File: src/rtl/hazard_stall_ctrl.sv
`default_nettype none
// ============================================================================
// Module  : hazard_stall_ctrl
// Brief   : Load-use bubble, memory-wait freeze and operand forwarding control
//           for the 5-stage MIPS pipeline, with a saturating stall-cycle count.
// Revision: 1.0  initial release
// ============================================================================
module hazard_stall_ctrl #(
    parameter int MAX_WAIT = 16,
    parameter int CNT_W    = 32
) (
    input  logic             clock,
    input  logic             reset,
    input  logic [4:0]       id_rs,
    input  logic [4:0]       id_rt,
    input  logic             id_uses_rs,
    input  logic             id_uses_rt,
    input  logic             ewreg,
    input  logic             em2reg,
    input  logic [4:0]       edestReg,
    input  logic             mwreg,
    input  logic             mm2reg,
    input  logic [4:0]       mdestReg,
    input  logic             mem_req,
    input  logic             dmem_ready,
    output logic             pc_we,
    output logic             ifid_we,
    output logic             idexe_bubble,
    output logic             pipe_freeze,
    output logic [1:0]       fwda,
    output logic [1:0]       fwdb,
    output logic             mem_timeout,
    output logic [CNT_W-1:0] stall_count
);

    localparam int                c_WC_W      = $clog2(MAX_WAIT + 1);
    localparam logic [c_WC_W-1:0] c_WAIT_MAX  = c_WC_W'(MAX_WAIT);
    localparam logic [c_WC_W-1:0] c_WAIT_ONE  = c_WC_W'(1);
    localparam logic [c_WC_W-1:0] c_WAIT_ZERO = '0;
    localparam logic [CNT_W-1:0]  c_CNT_MAX   = '1;
    localparam logic [CNT_W-1:0]  c_CNT_ONE   = CNT_W'(1);

    localparam logic [0:0] c_ST_RUN    = 1'b0;
    localparam logic [0:0] c_ST_FREEZE = 1'b1;

    localparam logic [1:0] c_FWD_RF   = 2'b00;
    localparam logic [1:0] c_FWD_EALU = 2'b01;
    localparam logic [1:0] c_FWD_MALU = 2'b10;
    localparam logic [1:0] c_FWD_MLD  = 2'b11;

    logic [0:0]        r_st;
    logic [0:0]        w_st_nxt;
    logic [c_WC_W-1:0] r_wait_cnt;
    logic [c_WC_W-1:0] w_wait_nxt;
    logic              r_mem_timeout;
    logic              w_timeout_set;
    logic [CNT_W-1:0]  r_stall_count;

    logic w_hit_e_rs;
    logic w_hit_e_rt;
    logic w_hit_m_rs;
    logic w_hit_m_rt;
    logic w_load_use;
    logic w_mem_wait;

    // Register 0 is hard-wired, so a write to it never creates a dependence.
    assign w_hit_e_rs = ewreg && (edestReg != 5'd0) && (edestReg == id_rs);
    assign w_hit_e_rt = ewreg && (edestReg != 5'd0) && (edestReg == id_rt);
    assign w_hit_m_rs = mwreg && (mdestReg != 5'd0) && (mdestReg == id_rs);
    assign w_hit_m_rt = mwreg && (mdestReg != 5'd0) && (mdestReg == id_rt);

    assign w_load_use = em2reg && ((id_uses_rs && w_hit_e_rs) ||
                                   (id_uses_rt && w_hit_e_rt));
    assign w_mem_wait = mem_req && !dmem_ready;

    function automatic logic [1:0] f_fwd_sel(input logic uses,
                                             input logic hit_e,
                                             input logic hit_m);
        logic [1:0] sel;
        sel = c_FWD_RF;
        if (uses) begin
            if (hit_e && !em2reg) begin
                sel = c_FWD_EALU;
            end else if (hit_m && !mm2reg) begin
                sel = c_FWD_MALU;
            end else if (hit_m && mm2reg) begin
                sel = c_FWD_MLD;
            end
        end
        return sel;
    endfunction

    assign fwda = f_fwd_sel(id_uses_rs, w_hit_e_rs, w_hit_m_rs);
    assign fwdb = f_fwd_sel(id_uses_rt, w_hit_e_rt, w_hit_m_rt);

    always_ff @(posedge clock) begin
        if (reset) begin
            r_st       <= c_ST_RUN;
            r_wait_cnt <= c_WAIT_ZERO;
        end else begin
            r_st       <= w_st_nxt;
            r_wait_cnt <= w_wait_nxt;
        end
    end

    // A freeze dominates a load-use hazard; the hazard is re-evaluated on the
    // release cycle, which then issues the bubble.
    always_comb begin
        w_st_nxt      = r_st;
        w_wait_nxt    = r_wait_cnt;
        w_timeout_set = 1'b0;
        pc_we         = 1'b1;
        ifid_we       = 1'b1;
        idexe_bubble  = 1'b0;
        pipe_freeze   = 1'b0;
        case (r_st)
            c_ST_RUN: begin
                if (w_mem_wait) begin
                    pipe_freeze = 1'b1;
                    pc_we       = 1'b0;
                    ifid_we     = 1'b0;
                    w_st_nxt    = c_ST_FREEZE;
                    w_wait_nxt  = c_WAIT_ONE;
                end else if (w_load_use) begin
                    pc_we        = 1'b0;
                    ifid_we      = 1'b0;
                    idexe_bubble = 1'b1;
                end
            end
            c_ST_FREEZE: begin
                if (w_mem_wait) begin
                    pipe_freeze = 1'b1;
                    pc_we       = 1'b0;
                    ifid_we     = 1'b0;
                    if (r_wait_cnt == c_WAIT_MAX) begin
                        w_timeout_set = 1'b1;
                    end else begin
                        w_wait_nxt = r_wait_cnt + c_WAIT_ONE;
                    end
                end else begin
                    w_st_nxt   = c_ST_RUN;
                    w_wait_nxt = c_WAIT_ZERO;
                    if (w_load_use) begin
                        pc_we        = 1'b0;
                        ifid_we      = 1'b0;
                        idexe_bubble = 1'b1;
                    end
                end
            end
            default: begin
                w_st_nxt   = c_ST_RUN;
                w_wait_nxt = c_WAIT_ZERO;
            end
        endcase
    end

    always_ff @(posedge clock) begin
        if (reset) begin
            r_mem_timeout <= 1'b0;
        end else if (w_timeout_set) begin
            r_mem_timeout <= 1'b1;
        end
    end

    always_ff @(posedge clock) begin
        if (reset) begin
            r_stall_count <= '0;
        end else if (!pc_we && (r_stall_count != c_CNT_MAX)) begin
            r_stall_count <= r_stall_count + c_CNT_ONE;
        end
    end

    assign mem_timeout = r_mem_timeout;
    assign stall_count = r_stall_count;

endmodule
`default_nettype wire

File: config.mk
export PLATFORM = sky130hd
export DESIGN_NAME = hazard_stall_ctrl
export DESIGN_NICKNAME = d
export VERILOG_FILES = /design/src/rtl/hazard_stall_ctrl.sv
export SDC_FILE = /design/constraint.sdc
export NUM_CORES = 1
export LEC_CHECK = 0
export BUFFER_PORTS_ARGS = -buffer_cell sky130_fd_sc_hd__buf_2
export CAP_MARGIN = 5
export CORE_MARGIN = 1.5
export CORE_UTILIZATION = 58
export CTS_BUF_LIST = sky130_fd_sc_hd__clkbuf_8
export CTS_CLUSTER_DIAMETER = 50
export CTS_CLUSTER_SIZE = 28
export DETAILED_ROUTE_END_ITERATION = 8
export PLACE_DENSITY = 0.93
export REMOVE_ABC_BUFFERS = 1
export SLEW_MARGIN = 30
export SYNTH_ARGS = -nofsm -noshare
export SYNTH_HDL_FRONTEND = slang
export SYNTH_SLANG_ARGS = --single-unit
File: constraint.sdc
create_clock -name clock -period 4.1 [get_ports clock]
set_input_delay 0.205 -clock clock [delete_from_list [all_inputs] [get_ports clock]]
set_output_delay 0.205 -clock clock [all_outputs]
set_load 0.05 [all_outputs]
# After elaboration in Yosys (flattened, before gate mapping)
# Cells that the tools add are included.
# totals
input_bits,30
out_inout_bits,41
word_cells,60
regBits,39
# classes
eq_ne,8
n_reduce_logical,25
n_mux,20
n_addsub,2
n_bitwise,1
# op_table
cell,n
"32-bit by 1-bit adder with 32-bit output, second input constant",1
"32-bit inequality test, second input constant",1
5-bit equality test,4
1-bit logical AND,17
2-bit two-way mux,8
5-bit two-way mux,3
5-bit case mux with 2 select lines,1
5-bit nonzero test,2
1-bit two-way mux,8
"5-bit by 1-bit adder with 5-bit output, second input constant",1
"5-bit equality test, second input constant",1
1-bit zero test,4
"3-bit inequality test, second input constant",1
"2-bit inequality test, second input constant",1
2-bit AND reduction,1
1-bit logical OR,1
1-bit inverter,1

# Logic depth before layout (Yosys ltp)
# depth
word_depth,10
mapped_depth,9
ltp_nobuf,7

# Least setup slack after synthesis
# Ideal clock, no wire load.
# synth_path
path_type,register to register
start,register r_stall_count[15] (netlist: stall_count[15])
end,register r_stall_count[11] (netlist: stall_count[11])
setup_time_ns,0.121
setup_slack_ns,1.467
synth_period_minus_slack_ns,2.633
stages_incl_launch_ff,7
t_arrival_ns,2.511
n_path_buf,0
required_ns,3.979
path_cell_list,dfxtp_1 nand4_4 nor4_4 or4b_4 or2_1 and4_4 mux2_4
# synth_via
elab_chain_cells,2
# synth_rtl
element,line,source
"start, declared",57,logic [CNT_W-1:0] r_stall_count;
"start signal, assigned",169,r_stall_count <= r_stall_count + c_CNT_ONE;
32-bit inequality test,168,end else if (!pc_we && (r_stall_count != c_CNT_MAX)) begin
1-bit logical AND,168,
# No other way between the ends.
# A chain may end at the register's enable or synchronous reset.

# Worst setup path after layout
# layout_path
start,register r_stall_count[14] (netlist: stall_count[14])
end,register r_stall_count[5] (netlist: stall_count[5])
# The elaborated chain is that of the path after synthesis.

==> run summary <==
Arrival @ worst endpoint = 3.02 ns
hold-fix buffers at CTS = 0
YS warnings = 0
crit start category = register
mean post-synth cell area = 8.05 um^2
First-pass DRT Iterations = 4
hold worst-path end = r_st
Cell Area, Synth = 2390 um^2
drt drc = 0
setup bufs post-CTS = 0
register area share after synthesis = 32.6%
final setup fails = 0
Worst Path Max Fanout = 26
synthesized instance count = 297
Final Critical Period = 2.84 ns
crit path kind = reg -> reg
WL/cell = 14.2 um
Max-slew headroom = 46.2%
post-synth cell types = 43
status = finished clean
gpl congestion = 0.862
ys async rst share = 0%
number of global-route vias before repair = 2240
# H-tree levels = 2
Die ar. = 4520 um^2
Die Y-Extent = 67.2 um
Final WS setup = 1.26 ns
RSZ-0062 raised after global routing = false
final hold vios = 0
Core ar. = 3970 um^2
Reg2Reg Setup Slack = 1.26 ns
Worst Tran Pin Value = 0.807 ns
Initial DRC Count = 99
Boundary Pins = 71
period utilization = 69.3%
GRT overflow = 0
die width = 67.2 um
power per cell area = 280 nW/um^2
CTS tree = done
maximum VDD drop = 0.221 mV
share of cells above drive strength 1 = 26.0%
clock skew = 0.00533 ns
initial antenna violation count = 0
synth-to-layout area growth = 19.4%
row count = 23
Leak = 1.16 nW
clk root buf = clkbuf_8
Final Util = 71.9%
Setup TNS Final = 0 ns
f_max = 0.352 GHz
# resized after CTS = 0
Main synth FF type = dfxtp_1
Final #Nets = 393
clk sink count = 39
Post-synth EDFFs = 0
most frequent cell after synthesis = dfxtp_1
crit end category = register
synth top area cells = dfxtp_1 (33%), or4_1 (6.6%), xor2_1 (6.6%)
pre-CTS WS = 1.31 ns
largest net degree at the start of global routing = 56
Max clock buf depth = 2
Required @ worst endpoint = 4.28 ns
via/cell ratio = 6.00
hold path depth = 3
Yosys reg bits = 39
aggregate global-route resource usage = 26.7%
worst skew pair latency = 0.29 ns
dpl hpwl = 4210 um
routed vias = 2468
share of the synthesized area in the top cell type = 32.6%
total CTS buffers = 5
RR Startpoint = stall_count[14]
commonest cells in the netlist = dfxtp_1 (39), nor2_1 (30), a21oi_1 (28)
Starting Density = 60.2%
cell taking the most area after synthesis = dfxtp_1
global-route wire length before repair = 9520 um
Pins Over Slew Limit = 0
Worst Hold Launch = mem_req
Hold Crit Class = in -> reg
Routed Antenna Nets = 0
diode count = 0
total of max-cap violations = 0
clock-pin transition on the worst setup and hold timing paths = 0.08 ns
IO buf count = 70
worst reg2reg path depth = 7
reg2reg end = stall_count[5]
Post-Route WL = 5830 um
area by class of cell:
type / count / area [um^2]
tap: 50 / 62.6
inverter: 7 / 26.3
clock inverter: 2 / 35.0
fill: 322 / 1110
timing repair buffer: 71 / 358
sequential: 39 / 781
multi-input combinational: 236 / 1510
clock buffer: 6 / 82.6
layer usage:
layer	global-route usage [%]	vias up	wire, um	part of all wire [%]
li1	-	1247	-	-
met1	29.0	1126	2440	42
met5	0	-	0	0
met2	52.0	88	2960	51
met4	6.89	0	43	0.74
met3	5.50	7	392	6.7
cells in the final DEF (no fill, tap or decap), types with 2 or more instances in the layout:
cell type,Yosys,routed
a21oi_1,28,28
a22o_1,2,2
a31oi_1,2,2
and3_1,3,3
and4_1,2,2
buf_2,2,70
clkbuf_8,0,6
dfxtp_1,39,39
ha_1,3,3
inv_1,6,6
mux2_2,7,7
nand2_1,20,20
nand2b_1,2,2
nand3_1,13,13
nand3b_1,2,2
nand4_1,12,12
nor2_1,30,30
nor2b_1,8,8
nor3_1,6,6
nor4_1,8,8
o21ai_0,11,11
o31ai_1,19,19
or3_1,3,3
or4_1,21,21
xnor2_1,2,2
xor2_1,18,18
power by group:
part	leakage, nW	internal (mW)	total (mW)	switching, mW
clock	0.0612	0.197	0.333	0.136
combinational	0.786	0.0286	0.0850	0.0563
sequential	0.315	0.381	0.384	0.00297
total	1.16	0.606	0.801	0.195
worst max path at each step:
stage,startpoint,to,slack [ns],cells after the start
2_1_floorplan,stall_count[15],stall_count[27],1.06,6
3_3_place_gp,stall_count[14],stall_count[31],1.41,7
3_5_place_dp,stall_count[14],stall_count[5],1.31,7
4_1_cts,stall_count[14],stall_count[5],1.28,7
5_1_grt,stall_count[14],stall_count[31],1.11,7
6_report,stall_count[14],stall_count[5],1.26,7
kinds of logic (layout without fill, tap and decap cells):
logic type               after synthesis  count (layout)  share of synthesized area, %
flip-flops                            39              39                          32.6
buffers and inverters                 22              86                          4.18
AO/OA/AOI/OAI                         66              66                          16.9
multiplexers                           8               8                          3.92
AND/OR/NAND/NOR                      139             139                          33.5
adder cells (fa/ha/maj)                3               3                          1.57
XOR/XNOR                              20              20                          7.32
metrics by stage:
step	cells	area (um^2)	power, mW	hold slack (ns)
detailed placement	403	2740	0.477	0.456
finish	411	2860	0.801	0.186
CTS	411	2860	0.807	0.175
global placement	403	2740	0.474	0.448
global route	411	2860	0.831	0.220
floorplan	282	2320	0.437	0.274
registers in the layout, indices dropped and copies added (netlist names):
name and cells:
stall_count 32, mem_timeout 1, r_wait_cnt 5, r_st 1
worst max-delay path, cell delays in order, from the launching register on:
cell and delay, ns:
dfxtp_1 0.47, nand4_4 0.17, nor4_4 0.37, or4b_4 0.54, nor2_2 0.42, buf_4 0.36, nor4_1 0.09, mux2_2 0.30
Power figures use the tool's default switching activity.
